### src/rtl/conway_ctrl_pkg.sv
// Shared definitions for the Game-of-Life sweep controller: FSM encoding,
// bank count and the (y phase, x phase) -> bank mapping.
package conway_ctrl_pkg;

  localparam int NUM_BANKS = 9;

  typedef enum logic [1:0] {
    IDLE  = 2'd0,
    SWEEP = 2'd1,
    DRAIN = 2'd2,
    SWAP  = 2'd3
  } state_t;

  // Bank holding a cell whose coordinates are at (y phase, x phase) inside
  // its 3x3 block: y_phase*3 + x_phase, built from shifts and adds.
  function automatic logic [3:0] bank_idx(input logic [1:0] y_phase,
                                          input logic [1:0] x_phase);
    logic [3:0] yp;
    yp = {2'b00, y_phase};
    return (yp << 1) + yp + {2'b00, x_phase};
  endfunction

endpackage

### src/rtl/conway_sweep_ctrl_if.sv
// Control/status and bank-strobe bundle between the sweep controller and
// the 9-bank datapath.
//
// Handshake: start is a level sampled on each rising edge while the
// controller is idle (busy=0); a high sample launches exactly one
// generation and is ignored whenever busy=1. run_continuous, while high,
// chains generations back to back. done is a one-cycle pulse marking the
// end of each generation, in the same cycle generation and
// frame_buffer_select take their new values. There is no back-pressure:
// every asserted read_enable/write_enable strobe is consumed that cycle.
interface conway_sweep_ctrl_if
  import conway_ctrl_pkg::*;
#(
  parameter int ADDR_WIDTH = 2,
  parameter int GEN_WIDTH  = 16
);
  logic                  start;
  logic                  run_continuous;
  logic                  busy;
  logic                  done;
  logic [GEN_WIDTH-1:0]  generation;
  logic                  frame_buffer_select;
  logic [8:0]            read_enable;
  logic [8:0]            write_enable;
  logic [ADDR_WIDTH-1:0] write_addr;
  logic [ADDR_WIDTH-1:0] read_addr_0, read_addr_1, read_addr_2;
  logic [ADDR_WIDTH-1:0] read_addr_3, read_addr_4, read_addr_5;
  logic [ADDR_WIDTH-1:0] read_addr_6, read_addr_7, read_addr_8;
  state_t                state_dbg;

  modport master (
    input  start, run_continuous,
    output busy, done, generation, frame_buffer_select,
    output read_enable, write_enable, write_addr,
    output read_addr_0, read_addr_1, read_addr_2,
    output read_addr_3, read_addr_4, read_addr_5,
    output read_addr_6, read_addr_7, read_addr_8,
    output state_dbg
  );

  modport slave (
    output start, run_continuous,
    input  busy, done, generation, frame_buffer_select,
    input  read_enable, write_enable, write_addr,
    input  read_addr_0, read_addr_1, read_addr_2,
    input  read_addr_3, read_addr_4, read_addr_5,
    input  read_addr_6, read_addr_7, read_addr_8,
    input  state_dbg
  );
endinterface

### src/rtl/conway_neighbor_addr.sv
// Combinational neighbourhood address generator: from the centre cell's
// phase/block coordinates, produce the read address for each of the 9
// banks (toroidal wrap) plus the centre's own bank and address.
module conway_neighbor_addr
  import conway_ctrl_pkg::*;
#(
  parameter int WIDTH_BLOCKS  = 2,
  parameter int HEIGHT_BLOCKS = 2,
  parameter int ADDR_WIDTH    = 2
) (
  input  logic [1:0]                            x_phase,
  input  logic [1:0]                            y_phase,
  input  logic [ADDR_WIDTH-1:0]                 x_block,
  input  logic [ADDR_WIDTH-1:0]                 y_block,
  output logic [NUM_BANKS-1:0][ADDR_WIDTH-1:0]  read_addr,
  output logic [3:0]                            centre_bank,
  output logic [ADDR_WIDTH-1:0]                 centre_addr
);

  localparam logic [ADDR_WIDTH-1:0] X_LAST = ADDR_WIDTH'(WIDTH_BLOCKS - 1);
  localparam logic [ADDR_WIDTH-1:0] Y_LAST = ADDR_WIDTH'(HEIGHT_BLOCKS - 1);
  localparam logic [ADDR_WIDTH-1:0] ONE    = ADDR_WIDTH'(1);

  // Index 0/1/2 = offset -1/0/+1 along that axis.
  logic [1:0]            nx_p [3];
  logic [1:0]            ny_p [3];
  logic [ADDR_WIDTH-1:0] nx_b [3];
  logic [ADDR_WIDTH-1:0] ny_b [3];

  function automatic logic [ADDR_WIDTH-1:0] blk_addr(input logic [ADDR_WIDTH-1:0] yb,
                                                     input logic [ADDR_WIDTH-1:0] xb);
    return ADDR_WIDTH'(int'(yb) * WIDTH_BLOCKS + int'(xb));
  endfunction

  // Neighbour coordinates along each axis, wrapping across block and grid edges.
  always_comb begin
    nx_p[1] = x_phase;
    nx_b[1] = x_block;
    ny_p[1] = y_phase;
    ny_b[1] = y_block;
    if (x_phase == 2'd0) begin
      nx_p[0] = 2'd2;
      nx_b[0] = (x_block == '0) ? X_LAST : x_block - ONE;
    end else begin
      nx_p[0] = x_phase - 2'd1;
      nx_b[0] = x_block;
    end
    if (x_phase == 2'd2) begin
      nx_p[2] = 2'd0;
      nx_b[2] = (x_block == X_LAST) ? '0 : x_block + ONE;
    end else begin
      nx_p[2] = x_phase + 2'd1;
      nx_b[2] = x_block;
    end
    if (y_phase == 2'd0) begin
      ny_p[0] = 2'd2;
      ny_b[0] = (y_block == '0) ? Y_LAST : y_block - ONE;
    end else begin
      ny_p[0] = y_phase - 2'd1;
      ny_b[0] = y_block;
    end
    if (y_phase == 2'd2) begin
      ny_p[2] = 2'd0;
      ny_b[2] = (y_block == Y_LAST) ? '0 : y_block + ONE;
    end else begin
      ny_p[2] = y_phase + 2'd1;
      ny_b[2] = y_block;
    end
  end

  // Scatter the 9 neighbour addresses onto their banks; the 3x3 window
  // always covers every phase pair once, so each bank is written exactly once.
  always_comb begin
    read_addr = '0;
    for (int j = 0; j < 3; j++) begin
      for (int i = 0; i < 3; i++) begin
        read_addr[bank_idx(ny_p[j], nx_p[i])] = blk_addr(ny_b[j], nx_b[i]);
      end
    end
  end

  assign centre_bank = bank_idx(y_phase, x_phase);
  assign centre_addr = blk_addr(y_block, x_block);

endmodule

### src/rtl/conway_sweep_ctrl.sv
// Sequences one Game-of-Life generation: raster sweep issuing 9-bank reads
// per cell, a delayed single-bank write per cell, drain, then buffer swap.
module conway_sweep_ctrl
  import conway_ctrl_pkg::*;
#(
  parameter int WIDTH_BLOCKS  = 2,
  parameter int HEIGHT_BLOCKS = 2,
  parameter int ADDR_WIDTH    = 2,
  parameter int WRITE_LATENCY = 1,
  parameter int GEN_WIDTH     = 16
) (
  input logic                clk,
  input logic                reset,
  conway_sweep_ctrl_if.master bus
);

  localparam logic [ADDR_WIDTH-1:0] X_LAST     = ADDR_WIDTH'(WIDTH_BLOCKS - 1);
  localparam logic [ADDR_WIDTH-1:0] Y_LAST     = ADDR_WIDTH'(HEIGHT_BLOCKS - 1);
  localparam logic [ADDR_WIDTH-1:0] ONE        = ADDR_WIDTH'(1);
  localparam logic [2:0]            DRAIN_LAST = 3'(WRITE_LATENCY - 1);

  state_t state, state_next;

  logic [1:0]            x_phase, y_phase;
  logic [ADDR_WIDTH-1:0] x_block, y_block;
  logic [2:0]            drain_cnt;
  logic                  sweeping, x_last, y_last;

  logic [NUM_BANKS-1:0][ADDR_WIDTH-1:0] ra;
  logic [3:0]                           centre_bank;
  logic [ADDR_WIDTH-1:0]                centre_addr;

  logic                  wp_valid [WRITE_LATENCY];
  logic [3:0]            wp_bank  [WRITE_LATENCY];
  logic [ADDR_WIDTH-1:0] wp_addr  [WRITE_LATENCY];

  logic [GEN_WIDTH-1:0]  generation_q;
  logic                  select_q;
  logic                  done_q;

  assign sweeping = (state == SWEEP);
  assign x_last   = (x_phase == 2'd2) && (x_block == X_LAST);
  assign y_last   = (y_phase == 2'd2) && (y_block == Y_LAST);

  conway_neighbor_addr #(
    .WIDTH_BLOCKS (WIDTH_BLOCKS),
    .HEIGHT_BLOCKS(HEIGHT_BLOCKS),
    .ADDR_WIDTH   (ADDR_WIDTH)
  ) u_neighbor_addr (
    .x_phase    (x_phase),
    .y_phase    (y_phase),
    .x_block    (x_block),
    .y_block    (y_block),
    .read_addr  (ra),
    .centre_bank(centre_bank),
    .centre_addr(centre_addr)
  );

  // State register.
  always_ff @(posedge clk) begin
    if (reset) state <= IDLE;
    else       state <= state_next;
  end

  // Next-state: sweep all cells, drain the write pipe, swap, then repeat or idle.
  always_comb begin
    state_next = state;
    unique case (state)
      IDLE:  if (bus.start || bus.run_continuous) state_next = SWEEP;
      SWEEP: if (x_last && y_last)                state_next = DRAIN;
      DRAIN: if (drain_cnt == DRAIN_LAST)         state_next = SWAP;
      SWAP:  state_next = bus.run_continuous ? SWEEP : IDLE;
      default: state_next = IDLE;
    endcase
  end

  // Cell coordinates: held at (0,0) outside SWEEP, raster-advanced inside it.
  always_ff @(posedge clk) begin
    if (reset || !sweeping) begin
      x_phase <= 2'd0;
      x_block <= '0;
      y_phase <= 2'd0;
      y_block <= '0;
    end else if (x_phase != 2'd2) begin
      x_phase <= x_phase + 2'd1;
    end else begin
      x_phase <= 2'd0;
      if (x_block != X_LAST) begin
        x_block <= x_block + ONE;
      end else begin
        x_block <= '0;
        if (y_phase != 2'd2) begin
          y_phase <= y_phase + 2'd1;
        end else begin
          y_phase <= 2'd0;
          y_block <= (y_block == Y_LAST) ? '0 : y_block + ONE;
        end
      end
    end
  end

  // Counts DRAIN cycles so the last pending write retires before SWAP.
  always_ff @(posedge clk) begin
    if (reset || state != DRAIN) drain_cnt <= 3'd0;
    else                         drain_cnt <= drain_cnt + 3'd1;
  end

  // Write pipeline: each issued cell's bank/address emerges WRITE_LATENCY cycles later.
  always_ff @(posedge clk) begin
    if (reset) begin
      for (int i = 0; i < WRITE_LATENCY; i++) begin
        wp_valid[i] <= 1'b0;
        wp_bank[i]  <= 4'd0;
        wp_addr[i]  <= '0;
      end
    end else begin
      wp_valid[0] <= sweeping;
      wp_bank[0]  <= sweeping ? centre_bank : 4'd0;
      wp_addr[0]  <= sweeping ? centre_addr : '0;
      for (int i = 1; i < WRITE_LATENCY; i++) begin
        wp_valid[i] <= wp_valid[i-1];
        wp_bank[i]  <= wp_bank[i-1];
        wp_addr[i]  <= wp_addr[i-1];
      end
    end
  end

  // Generation bookkeeping updated on the closing edge of SWAP.
  always_ff @(posedge clk) begin
    if (reset) begin
      generation_q <= '0;
      select_q     <= 1'b0;
      done_q       <= 1'b0;
    end else begin
      done_q <= (state == SWAP);
      if (state == SWAP) begin
        generation_q <= generation_q + GEN_WIDTH'(1);
        select_q     <= ~select_q;
      end
    end
  end

  // Outputs: read strobes/addresses only while sweeping, write strobe from the pipe tail.
  always_comb begin
    bus.busy                = (state != IDLE);
    bus.done                = done_q;
    bus.generation          = generation_q;
    bus.frame_buffer_select = select_q;
    bus.state_dbg           = state;
    bus.read_enable         = sweeping ? 9'h1FF : 9'h000;
    bus.read_addr_0         = sweeping ? ra[0] : '0;
    bus.read_addr_1         = sweeping ? ra[1] : '0;
    bus.read_addr_2         = sweeping ? ra[2] : '0;
    bus.read_addr_3         = sweeping ? ra[3] : '0;
    bus.read_addr_4         = sweeping ? ra[4] : '0;
    bus.read_addr_5         = sweeping ? ra[5] : '0;
    bus.read_addr_6         = sweeping ? ra[6] : '0;
    bus.read_addr_7         = sweeping ? ra[7] : '0;
    bus.read_addr_8         = sweeping ? ra[8] : '0;
    bus.write_enable        = wp_valid[WRITE_LATENCY-1] ? (9'b1 << wp_bank[WRITE_LATENCY-1]) : 9'h000;
    bus.write_addr          = wp_valid[WRITE_LATENCY-1] ? wp_addr[WRITE_LATENCY-1] : '0;
  end

endmodule

### src/flat_wrapper.sv
// flat-port wrapper written by rule: the top's interface ports become plain ports
module conway_sweep_ctrl_flat import conway_ctrl_pkg::*;
#(
  parameter int WIDTH_BLOCKS  = 2,
  parameter int HEIGHT_BLOCKS = 2,
  parameter int ADDR_WIDTH    = 2,
  parameter int WRITE_LATENCY = 1,
  parameter int GEN_WIDTH     = 16
)
  (clk, reset, bus_start, bus_run_continuous, bus_busy, bus_done, bus_generation, bus_frame_buffer_select, bus_read_enable, bus_write_enable, bus_write_addr, bus_read_addr_0, bus_read_addr_1, bus_read_addr_2, bus_read_addr_3, bus_read_addr_4, bus_read_addr_5, bus_read_addr_6, bus_read_addr_7, bus_read_addr_8, bus_state_dbg);
  conway_sweep_ctrl_if #(.ADDR_WIDTH(ADDR_WIDTH), .GEN_WIDTH(GEN_WIDTH)) bus_i ();
  input logic clk;
  input logic reset;
  input wire logic [$bits(bus_i.start)-1:0] bus_start;
  input wire logic [$bits(bus_i.run_continuous)-1:0] bus_run_continuous;
  output wire logic [$bits(bus_i.busy)-1:0] bus_busy;
  output wire logic [$bits(bus_i.done)-1:0] bus_done;
  output wire logic [$bits(bus_i.generation)-1:0] bus_generation;
  output wire logic [$bits(bus_i.frame_buffer_select)-1:0] bus_frame_buffer_select;
  output wire logic [$bits(bus_i.read_enable)-1:0] bus_read_enable;
  output wire logic [$bits(bus_i.write_enable)-1:0] bus_write_enable;
  output wire logic [$bits(bus_i.write_addr)-1:0] bus_write_addr;
  output wire logic [$bits(bus_i.read_addr_0)-1:0] bus_read_addr_0;
  output wire logic [$bits(bus_i.read_addr_1)-1:0] bus_read_addr_1;
  output wire logic [$bits(bus_i.read_addr_2)-1:0] bus_read_addr_2;
  output wire logic [$bits(bus_i.read_addr_3)-1:0] bus_read_addr_3;
  output wire logic [$bits(bus_i.read_addr_4)-1:0] bus_read_addr_4;
  output wire logic [$bits(bus_i.read_addr_5)-1:0] bus_read_addr_5;
  output wire logic [$bits(bus_i.read_addr_6)-1:0] bus_read_addr_6;
  output wire logic [$bits(bus_i.read_addr_7)-1:0] bus_read_addr_7;
  output wire logic [$bits(bus_i.read_addr_8)-1:0] bus_read_addr_8;
  output wire logic [$bits(bus_i.state_dbg)-1:0] bus_state_dbg;
  assign bus_i.start = bus_start;
  assign bus_i.run_continuous = bus_run_continuous;
  assign bus_busy = bus_i.busy;
  assign bus_done = bus_i.done;
  assign bus_generation = bus_i.generation;
  assign bus_frame_buffer_select = bus_i.frame_buffer_select;
  assign bus_read_enable = bus_i.read_enable;
  assign bus_write_enable = bus_i.write_enable;
  assign bus_write_addr = bus_i.write_addr;
  assign bus_read_addr_0 = bus_i.read_addr_0;
  assign bus_read_addr_1 = bus_i.read_addr_1;
  assign bus_read_addr_2 = bus_i.read_addr_2;
  assign bus_read_addr_3 = bus_i.read_addr_3;
  assign bus_read_addr_4 = bus_i.read_addr_4;
  assign bus_read_addr_5 = bus_i.read_addr_5;
  assign bus_read_addr_6 = bus_i.read_addr_6;
  assign bus_read_addr_7 = bus_i.read_addr_7;
  assign bus_read_addr_8 = bus_i.read_addr_8;
  assign bus_state_dbg = bus_i.state_dbg;
  conway_sweep_ctrl #(.WIDTH_BLOCKS(WIDTH_BLOCKS), .HEIGHT_BLOCKS(HEIGHT_BLOCKS), .ADDR_WIDTH(ADDR_WIDTH), .WRITE_LATENCY(WRITE_LATENCY), .GEN_WIDTH(GEN_WIDTH)) u_core (.clk(clk), .reset(reset), .bus(bus_i));
endmodule
### config.mk
export PLATFORM = sky130hd
export DESIGN_NAME = conway_sweep_ctrl_flat
export DESIGN_NICKNAME = d
export VERILOG_FILES = /design/src/rtl/conway_ctrl_pkg.sv /design/src/rtl/conway_sweep_ctrl_if.sv /design/src/rtl/conway_neighbor_addr.sv /design/src/rtl/conway_sweep_ctrl.sv /design/src/flat_wrapper.sv
export SDC_FILE = /design/constraint.sdc
export NUM_CORES = 1
export LEC_CHECK = 0
export ABC_AREA = 1
export CORE_MARGIN = 4
export CORE_UTILIZATION = 55
export CTS_CLUSTER_SIZE = 14
export DETAILED_ROUTE_END_ITERATION = 6
export PLACE_DENSITY_LB_ADDON = 0.1
export SYNTH_ARGS = -nofsm -noshare
export SYNTH_HDL_FRONTEND = slang
export SYNTH_SLANG_ARGS = --single-unit
### constraint.sdc
create_clock -name clk -period 9.66 [get_ports clk]
set_input_delay 1.932 -clock clk [delete_from_list [all_inputs] [get_ports clk]]
set_output_delay 1.932 -clock clk [all_outputs]
set_load 0.01 [all_outputs]
==> results.sh, run 1 <==
export IMPL_run_status="finished clean"
export IMPL_cts_root_buffer="clkbuf_8"
export IMPL_diodes=0
export IMPL_synth_top_family_by_area="simple AND/OR/NAND/NOR gates"
export IMPL_layout_commonest_cell="nand2_1"
export IMPL_p_seq_share_pct=20.7
export IMPL_synth_compound_area_share_pct=14.8
export IMPL_place_congestion=0.985
export IMPL_dpl_hpwl_um=12700
export IMPL_yosys_mux_area_fraction_pct=0
export IMPL_drv_slew=0
export IMPL_critPathLaunchType="flip-flop"
export IMPL_drtIter0Drc=506
export IMPL_fin_nets=1059
export IMPL_max_freq_ghz=0.162
export IMPL_numPortBuffers=62
export IMPL_drc=0
export IMPL_io_pins=63
export IMPL_grt_ovfl_total=0
export IMPL_grt_pass1_vias=5390
export IMPL_clkTransAtPathRegs_ns=0.07
export IMPL_cts_tree="yes"
export IMPL_critPathMaxFanout=9
export IMPL_detailroute_via_count=5935
export IMPL_r2r_end="u_core.bus.state_dbg[0]$_SDFFE_PP0P_"
export IMPL_p_sw_mw=0.416
export IMPL_period_share_pct=63.9
export IMPL_ys_warn_count=0
export IMPL_cts_sinks=38
export IMPL_multi_input_area_mm2=0.00378
export IMPL_power_density_mw_per_mm2=143
export IMPL_p_leak_nw=2.94
export IMPL_grt_max_degree=30
export IMPL_grt_pass1_wl_um=26500
export IMPL_final_cell_area_mm2=0.00609
export IMPL_syn_area_mm2=0.00535
export IMPL_cp_end_kind="output port"
export IMPL_syn_avg_cell_area_um2=5.56
export IMPL_drt_wirelength_per_cell_um=13.8
export IMPL_clkPwrFrac_pct=12.6
export IMPL_period_minus_slack_ns=6.17
export IMPL_setup_viol=0
export IMPL_synth_adder_area_share_pct=10.9
export IMPL_min_from="u_core.y_block[1]$_SDFFE_PP0P_"
export IMPL_relSlewSlack_pct=36.1
export IMPL_r2r_cells=7
export IMPL_critPathKind="flip-flop to output port"
export IMPL_reg2reg_slack_ns=7.03
export IMPL_fin_hold_ws_ns=0.435
export IMPL_numCtsBuffers=5
export IMPL_synthCells=962
export IMPL_postCtsSetupBuffers=0
export IMPL_syn_nets=1009
export IMPL_finalClockSkew_ns=0.00561
export IMPL_htreeDepth=2
export IMPL_cts_hold_buf=0
export IMPL_reg2reg_from="u_core.y_phase[0]$_SDFFE_PP0P_"
export IMPL_yosys_area_share_simple_pct=40.6
export IMPL_hold_path_class="flip-flop to flip-flop"
export IMPL_rsz0062_at_grt="no"
export IMPL_fillers=955
export IMPL_core_area_mm2=0.00937
export IMPL_drive_gt1_share_pct=4.44
export IMPL_worstPathArrival_ns=4.24
export IMPL_grt_use_total_pct=28.5
export IMPL_intPower_mw=0.455
export IMPL_area_growth_pct=13.9
export IMPL_first_pass_iters=5
export IMPL_clockBufferDepth=2
export IMPL_synth_xor_area_share_pct=4.35
export IMPL_synthDistinctLibCells=40
export IMPL_clock_latency_ns=0.28
export IMPL_fin_setup_tns_ns=0
export IMPL_die_y_um=107
export IMPL_report_final_hold_viol_count=0
export IMPL_rows=35
export IMPL_routed_wl_um=15800
export IMPL_min_to="u_core.y_block[1]$_SDFFE_PP0P_"
export IMPL_via_per_inst=5.20
export IMPL_die_w_um=107
export IMPL_mostFrequentLayoutCells="nand2_1 (272), inv_1 (170), nor2_1 (113), a21oi_1 (71), nand3_1 (63)"
export IMPL_placed_area_mm2=0.00600
export IMPL_swShare_pct=47.8
export IMPL_worstHoldPathCells=2
export IMPL_antenna_left=0
export IMPL_dieArea_mm2=0.0114
export IMPL_ir_drop_uv=138
export IMPL_antenna_found_initial=0
export IMPL_initial_core_util_pct=57.0
export IMPL_p_comb_share_pct=66.7
export IMPL_tightest_slew_ns=0.959
export IMPL_cap_violations=0
export IMPL_cts_resized=0
export IMPL_ys_seq_area_share_pct=14.2
export IMPL_crit_required_ns=7.73
export IMPL_layout_area_seq_um2=761
export IMPL_ys_seq_elements=38
[metal layers]
metal	global-route usage (%)	part of all wire (%)	up-vias	wire, um
met5	0	0	-	0
met4	5.21	1.5	0	243
met3	5.06	8.7	18	1370
met2	43.0	41	260	6400
met1	42.7	49	2548	7750
li1	-	-	3109	-
[per-stage QoR]
stage	cells	utilization (%)	power, mW	setup slack, ns
3_3_place_gp	1134	64.0	0.750	3.89
2_1_floorplan	962	-	0.582	5.01
4_1_cts	1142	65.0	0.866	3.60
3_5_place_dp	1134	64.0	0.752	3.92
6_report	1142	65.0	0.871	3.49
5_1_grt	1142	65.0	0.959	3.15
[layout make-up]
cell class | instances | share of cell area, %
multi-input combinational | 726 | 62.1
clock inverter | 1 | 0.0822
inverter | 178 | 11.0
clock buffer | 7 | 1.42
tap | 129 | 2.65
timing repair buffer | 63 | 10.3
sequential | 38 | 12.5
[how the worst max path moves through the flow]
stage                     slack, ns  cells past startpoint            endpoint                      startpoint
after floorplan                5.01                     19  bus_read_addr_8[1]  u_core.y_phase[0]$_SDFFE_PP0P_
final                          3.49                     15  bus_read_addr_5[0]  u_core.y_phase[0]$_SDFFE_PP0P_
after CTS                      3.60                     15  bus_read_addr_5[0]  u_core.y_phase[0]$_SDFFE_PP0P_
after global placement         3.89                     15  bus_read_addr_5[0]  u_core.y_phase[0]$_SDFFE_PP0P_
after global routing           3.15                     15  bus_read_addr_5[0]  u_core.y_phase[0]$_SDFFE_PP0P_
after detailed placement       3.92                     18  bus_read_addr_7[1]  u_core.y_phase[0]$_SDFFE_PP0P_
[worst max-delay path: stages, from the launching register on]
cell             delay, ns
dfxtp_1               0.52
inv_1                 0.19
ha_1                  0.51
ha_1                  0.36
nand3_1               0.06
nand2_1               0.10
xor2_1                0.61
nand3_1               0.39
nand2_1               0.17
nand2_1               0.06
nand2_1               0.09
nand2_1               0.05
nand3_1               0.10
nand2_1               0.06
a21oi_1               0.12
clkdlybuf4s50_1       0.55
[flip-flops by register name (all words and copies together) (netlist names)]
name                            cells
u_core.x_phase                      2
u_core.wp_addr                      2
u_core.bus.frame_buffer_select      1
u_core.y_block                      2
u_core.bus.done                     1
u_core.bus.generation              16
u_core.drain_cnt                    3
u_core.wp_valid                     1
u_core.x_block                      2
u_core.bus.state_dbg                2
u_core.y_phase                      2
u_core.wp_bank                      4
[cell families (layout without fill, tap and decap cells)]
logic type | count (synthesis) | count (layout)
simple gates | 511 | 511
buf+inv | 198 | 249
compound gates | 148 | 148
fa+ha+maj | 43 | 43
flops | 38 | 38
xor+xnor | 24 | 24
[power by group through the flow]
stage	Sequential, mW	Clock [mW]	Combinational [mW]
2_1_floorplan	0.183	0	0.399
3_3_place_gp	0.183	0	0.567
3_5_place_dp	0.184	0	0.568
4_1_cts	0.180	0.112	0.573
5_1_grt	0.182	0.121	0.656
6_report	0.180	0.110	0.581
[Yosys cell counts, drive strengths merged]
library cell	n	area share, %
nand2	278	20
nor2	122	9.4
inv	176	12
clkinv	2	0.14
o21ai	65	6.5
a21oi	71	6.6
dfxtp	38	14
a21o	2	0.28
ha	37	8.7
nand3	66	6.5
buf	13	2.0
nor3	21	2.1
xor2	14	2.7
o22ai	1	0.12
o31ai	1	0.14
nor4	4	0.59
xnor2	10	1.6
fa	6	2.2
or2	6	0.70
a31oi	1	0.12
o21a	5	0.70
o21bai	1	0.14
nand4	13	1.5
a311oi	1	0.16
clkbuf	7	0.51
nand3b	1	0.14
No activity file was read; power rests on OpenSTA's default activity.
==> run 2: changes to the inputs <==
- CORE_UTILIZATION: 55 -> 53
- clock period: 9.66 -> 5.2 ns (I/O delays scaled with it)
==> run 2 against run 1 <==
Compared with the run above: sequential cell count unchanged; sequential share of layout area decreased by 0.15 points; utilization decreased by 2.1 points; total power increased by 88%; hold slack got worse by 0.0057 ns; register-to-register slack got worse by 4.3 ns; critical endpoint is now bus_read_addr_0[1]; count of clock-buffer cells in the layout decreased by 1; clock power increased by 80%; non-clock buffer count increased by 8; via count increased by 0.51%; worst setup slack got worse by 3.2 ns; wire length increased by 2.8%.
==> results.sh, run 2 (same netlist as run 1, synthesis figures left out) <==
export IMPL_run_status="finished clean"
export IMPL_clkPwrFrac_pct=12.1
export IMPL_rows=36
export IMPL_power_density_mw_per_mm2=265
export IMPL_detailroute_via_count=5965
export IMPL_ir_drop_uv=246
export IMPL_post_layout_nonfiller_instances=1152
export IMPL_cp_cell_sequence="inv_1 -> ha_1 -> ha_2 -> inv_1 -> fa_1 -> inv_1 -> nor2_1 -> inv_1 -> nor2_1 -> inv_1 -> nor2_1 -> a21oi_1 -> nand2_1 -> nand2_1 -> a21oi_1 -> clkdlybuf4s50_1"
export IMPL_clock_latency_ns=0.28
export IMPL_worstPathArrival_ns=3.87
export IMPL_core_area_mm2=0.00982
export IMPL_drtIter0Drc=542
export IMPL_fin_util_pct=62.9
export IMPL_fin_hold_ws_ns=0.429
export IMPL_reg2reg_from="u_core.x_phase[0]$_SDFF_PP0_"
export IMPL_antenna_found_initial=0
export IMPL_clkTransAtPathRegs_ns=0.07
export IMPL_hold_path_class="flip-flop to flip-flop"
export IMPL_multi_input_area_mm2=0.00380
export IMPL_p_leak_nw=2.99
export IMPL_layout_area_seq_um2=762
export IMPL_critPathLaunch="u_core.y_phase[1]$_SDFFE_PP0P_"
export IMPL_cts_tree="yes"
export IMPL_fin_nets=1067
export IMPL_area_growth_pct=15.5
export IMPL_antenna_left=0
export IMPL_die_y_um=108
export IMPL_period_share_pct=94.3
export IMPL_critPathMaxFanout=5
export IMPL_relSlewSlack_pct=35.0
export IMPL_slowest_stage="fa_1"
export IMPL_diodes=0
export IMPL_finalClockSkew_ns=0.00598
export IMPL_mostFrequentLayoutCells="nand2_1 (272), inv_1 (170), nor2_1 (113), a21oi_1 (71), nand3_1 (63)"
export IMPL_layout_commonest_cell="nand2_1"
export IMPL_numPortBuffers=62
export IMPL_place_congestion=0.945
export IMPL_crit_buf_inv=6
export IMPL_cts_root_buffer="clkbuf_8"
export IMPL_min_from="u_core.y_block[1]$_SDFFE_PP0P_"
export IMPL_max_stage_delay_ns=0.70
export IMPL_drt_wirelength_per_cell_um=14.1
export IMPL_grt_pass1_wl_um=26300
export IMPL_period_minus_slack_ns=4.91
export IMPL_path_delay_family="adder cells"
export IMPL_p_comb_share_pct=67.6
export IMPL_swShare_pct=47.9
export IMPL_first_pass_iters=5
export IMPL_placed_area_mm2=0.00606
export IMPL_drv_slew=0
export IMPL_crit_required_ns=4.16
export IMPL_dieArea_mm2=0.0118
export IMPL_setup_viol=0
export IMPL_cap_violations=0
export IMPL_max_freq_ghz=0.204
export IMPL_grt_ovfl_total=0
export IMPL_grt_max_degree=30
export IMPL_p_sw_mw=0.784
export IMPL_cts_hold_buf=0
export IMPL_final_cell_area_mm2=0.00617
export IMPL_cts_sinks=38
export IMPL_routed_wl_um=16200
export IMPL_layout_setup_ws_ns=0.294
export IMPL_die_w_um=108
export IMPL_via_per_inst=5.18
export IMPL_p_seq_share_pct=20.3
export IMPL_cp_end_kind="output port"
export IMPL_critPathLaunchType="flip-flop"
export IMPL_htreeDepth=2
export IMPL_drc=0
export IMPL_placed_cells=1146
export IMPL_io_pins=63
export IMPL_grt_use_total_pct=28.1
export IMPL_dp_slack_ns=0.490
export IMPL_intPower_mw=0.853
export IMPL_numCtsBuffers=5
export IMPL_report_final_hold_viol_count=0
export IMPL_fillers=1013
export IMPL_initial_core_util_pct=54.4
export IMPL_grt_pass1_vias=5205
export IMPL_critPathKind="flip-flop to output port"
export IMPL_tightest_slew_ns=0.968
export IMPL_largest_reg_flops=16
export IMPL_clockBufferDepth=2
export IMPL_dpl_hpwl_um=13100
export IMPL_drive_gt1_share_pct=5.79
export IMPL_crit_path_frequent_cell="inv_1"
==> run 2: changes by cell type in the layout (fill, tap and decap cells not counted), moves of 2 or more <==
cell    delta
nor3_2     +2
ha_1       -3
buf_4      +8
ha_2       +3
nor3_1     -2
==> run 2: worst paths after layout <==
| check | endpoint | slack, ns | cells after the start |
|---|---|---|---|
| setup / recovery | bus_read_addr_0[1] | 0.29 | 16 |
| hold / removal | u_core.y_block[1]$_SDFFE_PP0P_ | 0.43 | 2 |
| setup reg to reg | u_core.bus.state_dbg[0]$_SDFFE_PP0P_ | 2.71 | 9 |
| hold reg to reg | u_core.y_block[1]$_SDFFE_PP0P_ | 0.43 | 2 |
==> run 2: metal layers <==
| layer | vias up | global-route usage, % | routed length, um |
|---|---|---|---|
| met5 | - | 0 | 0 |
| met1 | 2561 | 43.4 | 8120 |
| met3 | 17 | 3.46 | 1240 |
| met2 | 262 | 42.0 | 6690 |
| li1 | 3125 | - | - |
| met4 | 0 | 4.33 | 177 |
==> run 2: power groups by stage <==
stage / Clock, mW / Combinational, mW / Sequential (mW)
finish: 0.198 / 1.11 / 0.332
global route: 0.216 / 1.24 / 0.334
CTS: 0.204 / 1.09 / 0.332
detailed placement: 0 / 1.08 / 0.338
global placement: 0 / 1.08 / 0.339
floorplan: 0 / 0.740 / 0.341
==> run 2: what timing repair did <==
item                       4_1_cts  5_1_grt
setup buffers                    0        0
resized for setup                0        7
setup endpoints to repair        0       17
==> run 2: worst reg2reg max path: cells and delay by family, from the launching register on <==
kind / cells / cell delay, ns
compound gates: 2 / 0.47
buf+inv: 2 / 0.25
simple gates: 4 / 0.94
fa+ha+maj: 1 / 0.39
flops: 1 / 0.37
==> run 2: final cells by class <==
type | instances | share of cell area (%)
clock buffer | 6 | 1.34
tap | 133 | 2.70
inverter | 178 | 10.8
multi-input combinational | 726 | 61.6
sequential | 38 | 12.3
timing repair buffer | 71 | 11.1
==> run 2: metrics by stage <==
| stage | power (mW) | TNS [ns] |
|---|---|---|
| final | 1.64 | 0 |
| after CTS | 1.62 | 0 |
| after global routing | 1.79 | -0.0125 |
| after floorplan | 1.08 | 0 |
| after global placement | 1.42 | 0 |
| after detailed placement | 1.42 | 0 |
